--- src/rtl/lsu_pkg.sv ---
// Shared load/store definitions: mem_code values, FSM states, byte-enable
// patterns and the access legality check. Also used by ALU control.
package lsu_pkg;

  // Access size codes produced by ALU control
  localparam logic [2:0] MC_BYTE_S = 3'b001;
  localparam logic [2:0] MC_HALF_S = 3'b010;
  localparam logic [2:0] MC_WORD   = 3'b011;
  localparam logic [2:0] MC_BYTE_U = 3'b101;

  // Byte-enable patterns for lane 0; shifted by the byte offset
  localparam logic [3:0] BE_BYTE = 4'b0001;
  localparam logic [3:0] BE_HALF = 4'b0011;
  localparam logic [3:0] BE_WORD = 4'b1111;

  typedef enum logic [1:0] {
    IDLE = 2'd0,
    REQ  = 2'd1,
    RESP = 2'd2
  } lsu_state_e;

  // A request is legal when the code is defined and the address is
  // naturally aligned for the access size.
  function automatic logic access_legal(input logic [2:0] code, input logic [1:0] lo);
    logic ok;
    ok = 1'b0;
    case (code)
      MC_BYTE_S, MC_BYTE_U: ok = 1'b1;
      MC_HALF_S:            ok = (lo[0] == 1'b0);
      MC_WORD:              ok = (lo == 2'b00);
      default:              ok = 1'b0;
    endcase
    return ok;
  endfunction

endpackage

--- src/rtl/lsu_align.sv ---
// Lane steering for stores and lane selection plus extension for loads.
// Purely combinational. The store side and the load side take separate
// inputs because the store lanes are computed from the live request while
// the load lane comes from the captured request.
module lsu_align
  import lsu_pkg::*;
(
  input  logic [2:0]  st_code,
  input  logic [1:0]  st_lane,
  input  logic [31:0] st_wdata,
  output logic [3:0]  st_be,
  output logic [31:0] st_wdata_steered,
  input  logic [2:0]  ld_code,
  input  logic [1:0]  ld_lane,
  input  logic [31:0] ld_rdata,
  output logic [31:0] ld_result
);

  logic [7:0]  ld_byte_s;
  logic [15:0] ld_half_s;

  // Store side: byte enables and replicated write data
  always_comb begin
    st_be            = 4'b0000;
    st_wdata_steered = 32'h0000_0000;
    case (st_code)
      MC_BYTE_S, MC_BYTE_U: begin
        st_be            = BE_BYTE << st_lane;
        st_wdata_steered = {4{st_wdata[7:0]}};
      end
      MC_HALF_S: begin
        st_be            = BE_HALF << st_lane;
        st_wdata_steered = {2{st_wdata[15:0]}};
      end
      MC_WORD: begin
        st_be            = BE_WORD;
        st_wdata_steered = st_wdata;
      end
      default: begin
        st_be            = 4'b0000;
        st_wdata_steered = 32'h0000_0000;
      end
    endcase
  end

  // Load side: pick the addressed byte/half, then sign- or zero-extend
  always_comb begin
    ld_byte_s = 8'h00;
    ld_half_s = ld_lane[1] ? ld_rdata[31:16] : ld_rdata[15:0];
    case (ld_lane)
      2'd0:    ld_byte_s = ld_rdata[7:0];
      2'd1:    ld_byte_s = ld_rdata[15:8];
      2'd2:    ld_byte_s = ld_rdata[23:16];
      2'd3:    ld_byte_s = ld_rdata[31:24];
      default: ld_byte_s = 8'h00;
    endcase
    case (ld_code)
      MC_BYTE_S: ld_result = {{24{ld_byte_s[7]}}, ld_byte_s};
      MC_BYTE_U: ld_result = {24'h00_0000, ld_byte_s};
      MC_HALF_S: ld_result = {{16{ld_half_s[15]}}, ld_half_s};
      MC_WORD:   ld_result = ld_rdata;
      default:   ld_result = 32'h0000_0000;
    endcase
  end

endmodule

--- src/rtl/load_store_unit.sv ---
// Load/store unit: takes one request at a time from the pipeline, checks
// alignment, drives a single-outstanding data-memory handshake and returns
// the extended load result with a one-cycle done pulse.
// Optional macro LSU_TIMEOUT_EN: aborts a request that waits TIMEOUT_CYCLES
// cycles in REQ without dm_ack and reports it as a fault.
module load_store_unit
  import lsu_pkg::*;
#(
  parameter int TIMEOUT_CYCLES = 255
) (
  input  logic        clk,
  input  logic        rst_n,
  input  logic        start,
  input  logic        is_store,
  input  logic [2:0]  mem_code,
  input  logic [31:0] addr,
  input  logic [31:0] wdata,
  output logic        busy,
  output logic        done,
  output logic        fault,
  output logic [31:0] rdata,
  output logic        dm_req,
  output logic        dm_we,
  output logic [31:0] dm_addr,
  output logic [3:0]  dm_be,
  output logic [31:0] dm_wdata,
  input  logic        dm_ack,
  input  logic [31:0] dm_rdata
);

  lsu_state_e  state_q, state_d;
  logic        busy_q, busy_d;
  logic        done_q, done_d;
  logic        fault_q, fault_d;
  logic [31:0] rdata_q, rdata_d;
  logic        dm_req_q, dm_req_d;
  logic        dm_we_q, dm_we_d;
  logic [31:0] dm_addr_q, dm_addr_d;
  logic [3:0]  dm_be_q, dm_be_d;
  logic [31:0] dm_wdata_q, dm_wdata_d;
  logic [2:0]  code_q, code_d;
  logic [1:0]  lane_q, lane_d;

  logic [3:0]  st_be_s;
  logic [31:0] st_wdata_s;
  logic [31:0] ld_result_s;

`ifdef LSU_TIMEOUT_EN
  localparam int CNT_W = (TIMEOUT_CYCLES > 1) ? $clog2(TIMEOUT_CYCLES) : 1;
  logic [CNT_W-1:0] cnt_q, cnt_d;
`endif

  lsu_align u_align (
    .st_code          (mem_code),
    .st_lane          (addr[1:0]),
    .st_wdata         (wdata),
    .st_be            (st_be_s),
    .st_wdata_steered (st_wdata_s),
    .ld_code          (code_q),
    .ld_lane          (lane_q),
    .ld_rdata         (dm_rdata),
    .ld_result        (ld_result_s)
  );

  // Next-state and next-output logic for the request FSM
  always_comb begin
    state_d    = state_q;
    done_d     = 1'b0;
    fault_d    = 1'b0;
    rdata_d    = rdata_q;
    dm_we_d    = dm_we_q;
    dm_addr_d  = dm_addr_q;
    dm_be_d    = dm_be_q;
    dm_wdata_d = dm_wdata_q;
    code_d     = code_q;
    lane_d     = lane_q;
`ifdef LSU_TIMEOUT_EN
    cnt_d      = cnt_q;
`endif
    case (state_q)
      IDLE: begin
        if (start) begin
          if (access_legal(mem_code, addr[1:0])) begin
            state_d    = REQ;
            dm_we_d    = is_store;
            dm_addr_d  = {addr[31:2], 2'b00};
            dm_be_d    = st_be_s;
            dm_wdata_d = st_wdata_s;
            code_d     = mem_code;
            lane_d     = addr[1:0];
`ifdef LSU_TIMEOUT_EN
            cnt_d      = '0;
`endif
          end else begin
            done_d  = 1'b1;
            fault_d = 1'b1;
          end
        end else begin
          state_d = IDLE;
        end
      end
      REQ: begin
        if (dm_ack) begin
          state_d = RESP;
          done_d  = 1'b1;
          if (!dm_we_q) begin
            rdata_d = ld_result_s;
          end else begin
            rdata_d = rdata_q;
          end
        end else begin
`ifdef LSU_TIMEOUT_EN
          if (cnt_q == CNT_W'(TIMEOUT_CYCLES - 1)) begin
            state_d = RESP;
            done_d  = 1'b1;
            fault_d = 1'b1;
          end else begin
            cnt_d = cnt_q + {{(CNT_W-1){1'b0}}, 1'b1};
          end
`else
          state_d = REQ;
`endif
        end
      end
      RESP: begin
        state_d = IDLE;
      end
      default: begin
        state_d = IDLE;
      end
    endcase
    busy_d   = (state_d != IDLE);
    dm_req_d = (state_d == REQ);
  end

  // State and registered outputs; reset clears everything immediately
  always_ff @(posedge clk or negedge rst_n) begin
    if (!rst_n) begin
      state_q    <= IDLE;
      busy_q     <= 1'b0;
      done_q     <= 1'b0;
      fault_q    <= 1'b0;
      rdata_q    <= 32'h0000_0000;
      dm_req_q   <= 1'b0;
      dm_we_q    <= 1'b0;
      dm_addr_q  <= 32'h0000_0000;
      dm_be_q    <= 4'b0000;
      dm_wdata_q <= 32'h0000_0000;
      code_q     <= 3'b000;
      lane_q     <= 2'b00;
`ifdef LSU_TIMEOUT_EN
      cnt_q      <= '0;
`endif
    end else begin
      state_q    <= state_d;
      busy_q     <= busy_d;
      done_q     <= done_d;
      fault_q    <= fault_d;
      rdata_q    <= rdata_d;
      dm_req_q   <= dm_req_d;
      dm_we_q    <= dm_we_d;
      dm_addr_q  <= dm_addr_d;
      dm_be_q    <= dm_be_d;
      dm_wdata_q <= dm_wdata_d;
      code_q     <= code_d;
      lane_q     <= lane_d;
`ifdef LSU_TIMEOUT_EN
      cnt_q      <= cnt_d;
`endif
    end
  end

  assign busy     = busy_q;
  assign done     = done_q;
  assign fault    = fault_q;
  assign rdata    = rdata_q;
  assign dm_req   = dm_req_q;
  assign dm_we    = dm_we_q;
  assign dm_addr  = dm_addr_q;
  assign dm_be    = dm_be_q;
  assign dm_wdata = dm_wdata_q;

endmodule

--- config.mk ---
export PLATFORM = sky130hd
export DESIGN_NAME = load_store_unit
export DESIGN_NICKNAME = d
export VERILOG_FILES = /design/src/rtl/lsu_pkg.sv /design/src/rtl/lsu_align.sv /design/src/rtl/load_store_unit.sv
export SDC_FILE = /design/constraint.sdc
export NUM_CORES = 1
export LEC_CHECK = 0
export ABC_CLOCK_PERIOD_IN_PS = 2750
export CAP_MARGIN = 20
export CORE_MARGIN = 2
export CORE_UTILIZATION = 48
export CTS_CLUSTER_SIZE = 25
export DETAILED_ROUTE_END_ITERATION = 8
export GPL_TIMING_DRIVEN = 1
export PLACE_DENSITY = 0.91
export REMOVE_ABC_BUFFERS = 1
export SLEW_MARGIN = 10
export SYNTH_ARGS = -nofsm -noshare
export SYNTH_HDL_FRONTEND = slang
export SYNTH_SLANG_ARGS = --single-unit
--- constraint.sdc ---
create_clock -name clk -period 2.75 [get_ports clk]
set_input_delay 0.275 -clock clk [delete_from_list [all_inputs] [get_ports clk]]
set_output_delay 0.275 -clock clk [all_outputs]
set_load 0.02 [all_outputs]
==> results of run 1 <==
-- worst max path at each step --
stage,start,end,cells after the start
after floorplan,mem_code[2],dm_addr[10],4
after global placement,mem_code[0],dm_wdata[31],6
after detailed placement,mem_code[1],dm_wdata[31],6
after CTS,mem_code[1],dm_wdata[31],6
after global routing,dm_we,rdata[26],4
final,mem_code[1],dm_wdata[31],6
-- placed cells by master, fill, tap and decap left out, types with 11 or more instances in the layout --
| cell type | netlist | final |
|---|---|---|
| clkbuf_8 | 0 | 11 |
| inv_1 | 13 | 13 |
| mux2_4 | 46 | 46 |
| o211ai_1 | 14 | 14 |
| dfrtp_1 | 110 | 110 |
| buf_4 | 6 | 14 |
| nand2_1 | 39 | 39 |
| o21ai_0 | 20 | 20 |
| mux2i_1 | 18 | 18 |
| nand3_1 | 22 | 22 |
| clkdlybuf4s50_1 | 0 | 205 |
| mux2_1 | 22 | 22 |
| a21oi_1 | 19 | 19 |
-- metal layers --
metal	share of wire [%]	vias up	track usage [%]
met4	1.7	0	9.13
met3	8.3	22	4.27
met1	40	2172	31.9
li1	-	1951	-
met5	0	-	0
met2	50	236	43.0
-- cells in the mapped netlist, types with 9 or more instances --
cell type  count  share of area [%]
mux2i_1       18                3.4
nand2_1       39                2.7
clkbuf_1      13               0.91
mux2_1        22                4.6
o211ai_1      14                2.0
mux2_4        46                 13
a21oi_1       19                1.8
nor2b_1       10                1.2
nor2_1         9               0.63
o21ai_0       20                1.9
inv_1         13               0.91
dfrtp_1      110                 51
nand3_1       22                2.0
-- cell type report --
class	count	area [um^2]	share of cell area [%]
Clock buffer	11	151	1.95
Clock inverter	5	56.3	0.724
Inverter	14	52.6	0.675
Multi-Input combinational cell	275	2380	30.7
Sequential cell	110	2750	35.4
Tap cell	140	175	2.25
Timing Repair Buffer	222	2210	28.4
-- registers in the layout (all words and copies together), names as in the netlist --
signal / cells
dm_addr: 30
dm_wdata: 32
state_q: 2
dm_we: 1
lane_q: 2
busy: 1
dm_be: 4
fault: 1
dm_req: 1
code_q: 3
rdata: 32
done: 1
-- per-stage QoR --
stage | worst slack [ns] | utilization, % | setup TNS (ns) | power, W
floorplan | -0.573 | - | -38.48 | 0.00394
global route | 0.613 | 71.5 | 0 | 0.00675
CTS | 0.724 | 71.5 | 0 | 0.00646
finish | 0.702 | 71.5 | 0 | 0.00642
detailed placement | 0.315 | 69.5 | 0 | 0.00543
global placement | 0.372 | 69.5 | 0 | 0.00535
-- what timing repair did --
item                      in CTS  in global routing
hold endpoints to repair      53                  0
hold buffers                   1                  0
setup buffers                  0                  0
-- power by group --
part           switching, W  internal, W  leakage (nW)
logic               0.00137      0.00156          1.96
registers          0.000340      0.00213          1.38
clock network      0.000544     0.000472         0.106
total               0.00225      0.00417          3.45
-- logic make-up (layout without fill, tap and decap cells) --
| family | Yosys count | count (layout) | synth area share [%] |
|---|---|---|---|
| AOI/OAI and AO/OA | 86 | 86 | 11.4 |
| buffers and inverters | 47 | 252 | 4.70 |
| DFF | 110 | 110 | 51.2 |
| other | 1 | 2 | 0.0697 |
| and+or+nand+nor | 90 | 90 | 7.89 |
| muxes | 97 | 97 | 24.8 |
==> flow_metrics.env, run 1 <==
export IMPL_die_width_um=110
export IMPL_r2r_start="dm_we"
export IMPL_critPathCaptureType="flop"
export IMPL_fin_worst_skew_ns=0.0115
export IMPL_fin_area_um2=7780
export IMPL_grt_use_total_pct=25.1
export IMPL_synth_distinct_cells=37
export IMPL_cts_tree="yes"
export IMPL_report_final_hold_viol_count=0
export IMPL_startpoint_type_of_the_worst_setup_path="input pin"
export IMPL_syn_to_final_growth_pct=44.7
export IMPL_placeableCoreArea_um2=10900
export IMPL_status="complete, no violations"
export IMPL_synth_edf_count=0
export IMPL_power_density_nw_per_um2=825
export IMPL_clock_sinks=110
export IMPL_worst_r2r_path_depth=4
export IMPL_io_pins=209
export IMPL_worst_path_largest_cell_delay_ns=0.57
export IMPL_drcViolationCount=0
export IMPL_initialDrtViolationCount=358
export IMPL_clock_root_buffer="clkbuf_8"
export IMPL_achievable_frequency_mhz=488
export IMPL_antenna_found_initial=0
export IMPL_floorplan_rows=38
export IMPL_routed_wl_per_cell_um=19.3
export IMPL_rsz0062_at_grt="no"
export IMPL_post_layout_nonfiller_instances=777
export IMPL_slew_limit_headroom_pct=47.0
export IMPL_placedCellCount=760
export IMPL_period_needed_ns=2.05
export IMPL_post_synth_instance_area_um2=5380
export IMPL_worstPathRequired_ns=2.99
export IMPL_timing_critical_path_arrival_ns=2.29
export IMPL_vias_in_the_first_global_route=4556
export IMPL_placement_io_buffers=206
export IMPL_vias=4381
export IMPL_wl_um=15000
export IMPL_report_final_setup_viol=0
export IMPL_nNetsFinal=736
export IMPL_detailed_place_area_um2=7560
export IMPL_worst_r2r_setup_slack_ns=0.75
export IMPL_post_cts_resized=0
export IMPL_die_area_um2=12100
export IMPL_ir_worst_vdd_uv=561
export IMPL_biggest_fanout_along_the_worst_timing_path=32
export IMPL_synthesis_yosys_warnings=0
export IMPL_crit_chain="clkdlybuf4s50_1, and2b_1, a31o_4, nand3_4, buf_12, mux2_1"
export IMPL_hold_path_endpoint="dm_be[3]"
export IMPL_dpl_hpwl_um=11000
export IMPL_hp_start="dm_be[3]"
export IMPL_crit_type="input pin to flop"
export IMPL_clock_path_buffers=2
export IMPL_postSynth_asyncResetShare_pct=100
export IMPL_initial_utilization_pct=49.4
export IMPL_synth_cells=431
export IMPL_first_pass_grt_wire_length_um=23100
export IMPL_total_leakage_power_nw=3.45
export IMPL_grt_start_max_net_pins=57
export IMPL_synth_sequential_area_ratio_pct=51.2
export IMPL_r2r_end="rdata[26]"
export IMPL_timing_final_max_slew_violations=0
export IMPL_layout_cells_sized_above_1_pct=14.6
export IMPL_maxCapViolCount=0
export IMPL_die_h_um=110
export IMPL_yosys_most_used_dff="dfrtp_1"
export IMPL_place_congestion=0.844
export IMPL_antennaDiodeCount=0
export IMPL_period_share_pct=74.5
export IMPL_cts_buffers=9
export IMPL_clk_pin_slew_ns=0.10
export IMPL_fin_worst_hold_slack_ns=0.500
export IMPL_timing_hold_worst_path_depth=1
export IMPL_synth_avg_cell_area_um2=12.5
export IMPL_yosys_register_bits=110
export IMPL_viasPerCell=5.64
export IMPL_detail_route_antenna_nets=0
export IMPL_hold_class="flop to flop"
export IMPL_worst_path_dominant_cell_family="buffers and inverters"
export IMPL_critical_path_buf_inv_count=2
export IMPL_crit_slowest_cell="clkdlybuf4s50_1"
export IMPL_clock_latency_ns=0.36
export IMPL_drtPass1Iterations=5
export IMPL_worst_slew_pin_transition_ns=0.794
export IMPL_grt_ovfl_total=0
export IMPL_ctsHtreeMaxLevel=3
export IMPL_fillCellCount=777
Note: power is estimated with default switching activity, not from simulation.
==> run 2: changes to the inputs <==
--- a/config.mk
+++ b/config.mk
@@ -5,14 +5,14 @@
 export SDC_FILE = /design/constraint.sdc
 export NUM_CORES = 1
 export LEC_CHECK = 0
-export ABC_CLOCK_PERIOD_IN_PS = 2750
+export ABC_CLOCK_PERIOD_IN_PS = 2090
 export CAP_MARGIN = 20
 export CORE_MARGIN = 2
-export CORE_UTILIZATION = 48
+export CORE_UTILIZATION = 44
 export CTS_CLUSTER_SIZE = 25
 export DETAILED_ROUTE_END_ITERATION = 8
 export GPL_TIMING_DRIVEN = 1
-export PLACE_DENSITY = 0.91
+export PLACE_DENSITY = 0.85
 export REMOVE_ABC_BUFFERS = 1
 export SLEW_MARGIN = 10
 export SYNTH_ARGS = -nofsm -noshare
==> constraint.sdc (replaced) <==
create_clock -name clk -period 2.09 [get_ports clk]
set_input_delay 0.209 -clock clk [delete_from_list [all_inputs] [get_ports clk]]
set_output_delay 0.209 -clock clk [all_outputs]
set_load 0.02 [all_outputs]
==> flow_metrics.env, run 2 (same netlist as run 1, synthesis figures left out) <==
export IMPL_drtPass1Iterations=5
export IMPL_io_pins=209
export IMPL_critPathCaptureType="flop"
export IMPL_clock_path_buffers=2
export IMPL_achievable_frequency_mhz=574
export IMPL_status="complete, no violations"
export IMPL_ctsHtreeMaxLevel=3
export IMPL_biggest_fanout_along_the_worst_timing_path=15
export IMPL_globalRoute_busiestLayer="met2"
export IMPL_detail_route_antenna_nets=0
export IMPL_grt_ovfl_total=0
export IMPL_fillCellCount=885
export IMPL_floorplan_rows=40
export IMPL_clock_latency_ns=0.35
export IMPL_nNetsFinal=748
export IMPL_report_final_hold_viol_count=0
export IMPL_initialDrtViolationCount=353
export IMPL_r2r_end="rdata[24]"
export IMPL_final_setup_tns_ns=0
export IMPL_initial_utilization_pct=44.9
export IMPL_antenna_found_initial=0
export IMPL_drcViolationCount=0
export IMPL_vias=4430
export IMPL_viasPerCell=5.57
export IMPL_layout_commonest_cell="clkdlybuf4s50_1"
export IMPL_worst_slew_pin_transition_ns=0.824
export IMPL_startpoint_type_of_the_worst_setup_path="flop"
export IMPL_dpl_hpwl_um=11500
export IMPL_syn_to_final_growth_pct=49.0
export IMPL_worst_r2r_path_depth=6
export IMPL_slew_limit_headroom_pct=44.9
export IMPL_die_width_um=115
export IMPL_use_met2_pct=40.1
export IMPL_cts_tree="yes"
export IMPL_clk_pin_slew_ns=0.07
export IMPL_grt_met3_usage_pct=5.51
export IMPL_report_final_setup_viol=0
export IMPL_cts_buffers=9
export IMPL_clock_sinks=110
export IMPL_detailed_place_area_um2=7700
export IMPL_wl_um=15400
export IMPL_first_pass_grt_wire_length_um=24100
export IMPL_vias_in_the_first_global_route=4622
export IMPL_regArea_um2=2750
export IMPL_clock_root_buffer="clkbuf_16"
export IMPL_die_h_um=115
export IMPL_rsz0062_at_grt="no"
export IMPL_placement_io_buffers=206
export IMPL_ir_worst_vdd_uv=565
export IMPL_hold_class="input pin to async pin"
export IMPL_antennaDiodeCount=0
export IMPL_placeableCoreArea_um2=12000
export IMPL_layout_cells_most_common_list="205 x clkdlybuf4s50_1, 110 x dfrtp_1, 46 x mux2_4, 39 x nand2_1, 23 x buf_4"
export IMPL_routed_wl_per_cell_um=19.4
export IMPL_period_needed_ns=1.74
export IMPL_worstPathRequired_ns=2.37
export IMPL_fin_worst_skew_ns=0.00364
export IMPL_gr_usage_met1_pct=29.3
export IMPL_r2r_start="lane_q[1]"
export IMPL_grt_start_max_net_pins=49
export IMPL_maxCapViolCount=0
export IMPL_worst_r2r_setup_slack_ns=0.35
export IMPL_period_share_pct=83.4
export IMPL_fin_area_um2=8010
export IMPL_power_density_nw_per_um2=1110
export IMPL_timing_critical_path_arrival_ns=2.02
export IMPL_total_leakage_power_nw=3.57
export IMPL_timing_final_max_slew_violations=0
export IMPL_grt_use_total_pct=23.7
export IMPL_crit_type="flop to flop"
export IMPL_layout_cells_sized_above_1_pct=16.0
export IMPL_die_area_um2=13100
export IMPL_multi_input_gate_area_in_the_final_layout_um2=2380
export IMPL_place_congestion=0.880
## run 2: changes by cell type in the layout (fill, tap and decap cells not counted)
cell / before / now
clkinv_2: 2 / 3
inv_6: 1 / 0
clkbuf_1: 0 / 1
buf_12: 2 / 5
clkbuf_16: 0 / 9
clkinvlp_4: 1 / 0
buf_4: 14 / 23
clkbuf_8: 11 / 2
## run 2: through the flow
stage	hold slack [ns]	instances	worst slack, ns	utilization (%)	total power (W)
after floorplan	-0.0866	399	-1.17	-	0.00518
after global placement	0.203	779	0.0765	64.4	0.00709
after detailed placement	0.221	779	0.0135	64.4	0.00721
after CTS	0.407	796	0.340	67.0	0.00900
after global routing	0.453	796	0.235	67.0	0.00934
final	0.391	796	0.347	67.0	0.00892
## run 2: metal layers
| metal | wire [um] | vias up | share of wire (%) |
|---|---|---|---|
| met3 | 1300 | 31 | 8.4 |
| met5 | 0 | - | 0 |
| li1 | - | 1980 | - |
| met1 | 6090 | 2161 | 39 |
| met4 | 352 | 0 | 2.3 |
| met2 | 7680 | 258 | 50 |
## run 2: final cells by class
class	instances	share of cell area (%)
Clock buffer	12	3.20
Inverter	14	0.656
Clock inverter	4	0.562
Sequential cell	110	34.4
Tap cell	147	2.30
Timing Repair Buffer	234	29.1
Multi-Input combinational cell	275	29.8
## run 2: power breakdown
| group | internal [W] | total (W) | switching [W] |
|---|---|---|---|
| clock network | 0.000990 | 0.00175 | 0.000759 |
| registers | 0.00281 | 0.00324 | 0.000427 |
| logic | 0.00209 | 0.00394 | 0.00185 |
| total | 0.00589 | 0.00892 | 0.00303 |
## run 2: worst max-delay path by stage
| stage | cells after the start | end | start | slack, ns |
|---|---|---|---|---|
| CTS | 4 | rdata[14] | dm_we | 0.34 |
| finish | 6 | rdata[24] | lane_q[1] | 0.35 |
| floorplan | 4 | dm_addr[10] | mem_code[2] | -1.17 |
| detailed placement | 6 | dm_addr[8] | mem_code[2] | 0.01 |
| global placement | 6 | dm_addr[6] | mem_code[2] | 0.08 |
| global route | 4 | rdata[10] | dm_we | 0.24 |
## run 2: worst max-delay path, cell delays in order (launching register included)
cell and delay, ns:
dfrtp_1 0.41, buf_4 0.17, mux2i_1 0.18, a2111oi_4 0.36
buf_4 0.25, o21ai_0 0.17, nand3_1 0.13
## run 2: timing repair
| item | 4_1_cts | 5_1_grt |
|---|---|---|
| buffers inserted | 0 | 0 |
| hold endpoints to repair | 34 | 0 |
| gates resized for setup | 0 | 0 |
| hold buffers | 1 | 0 |
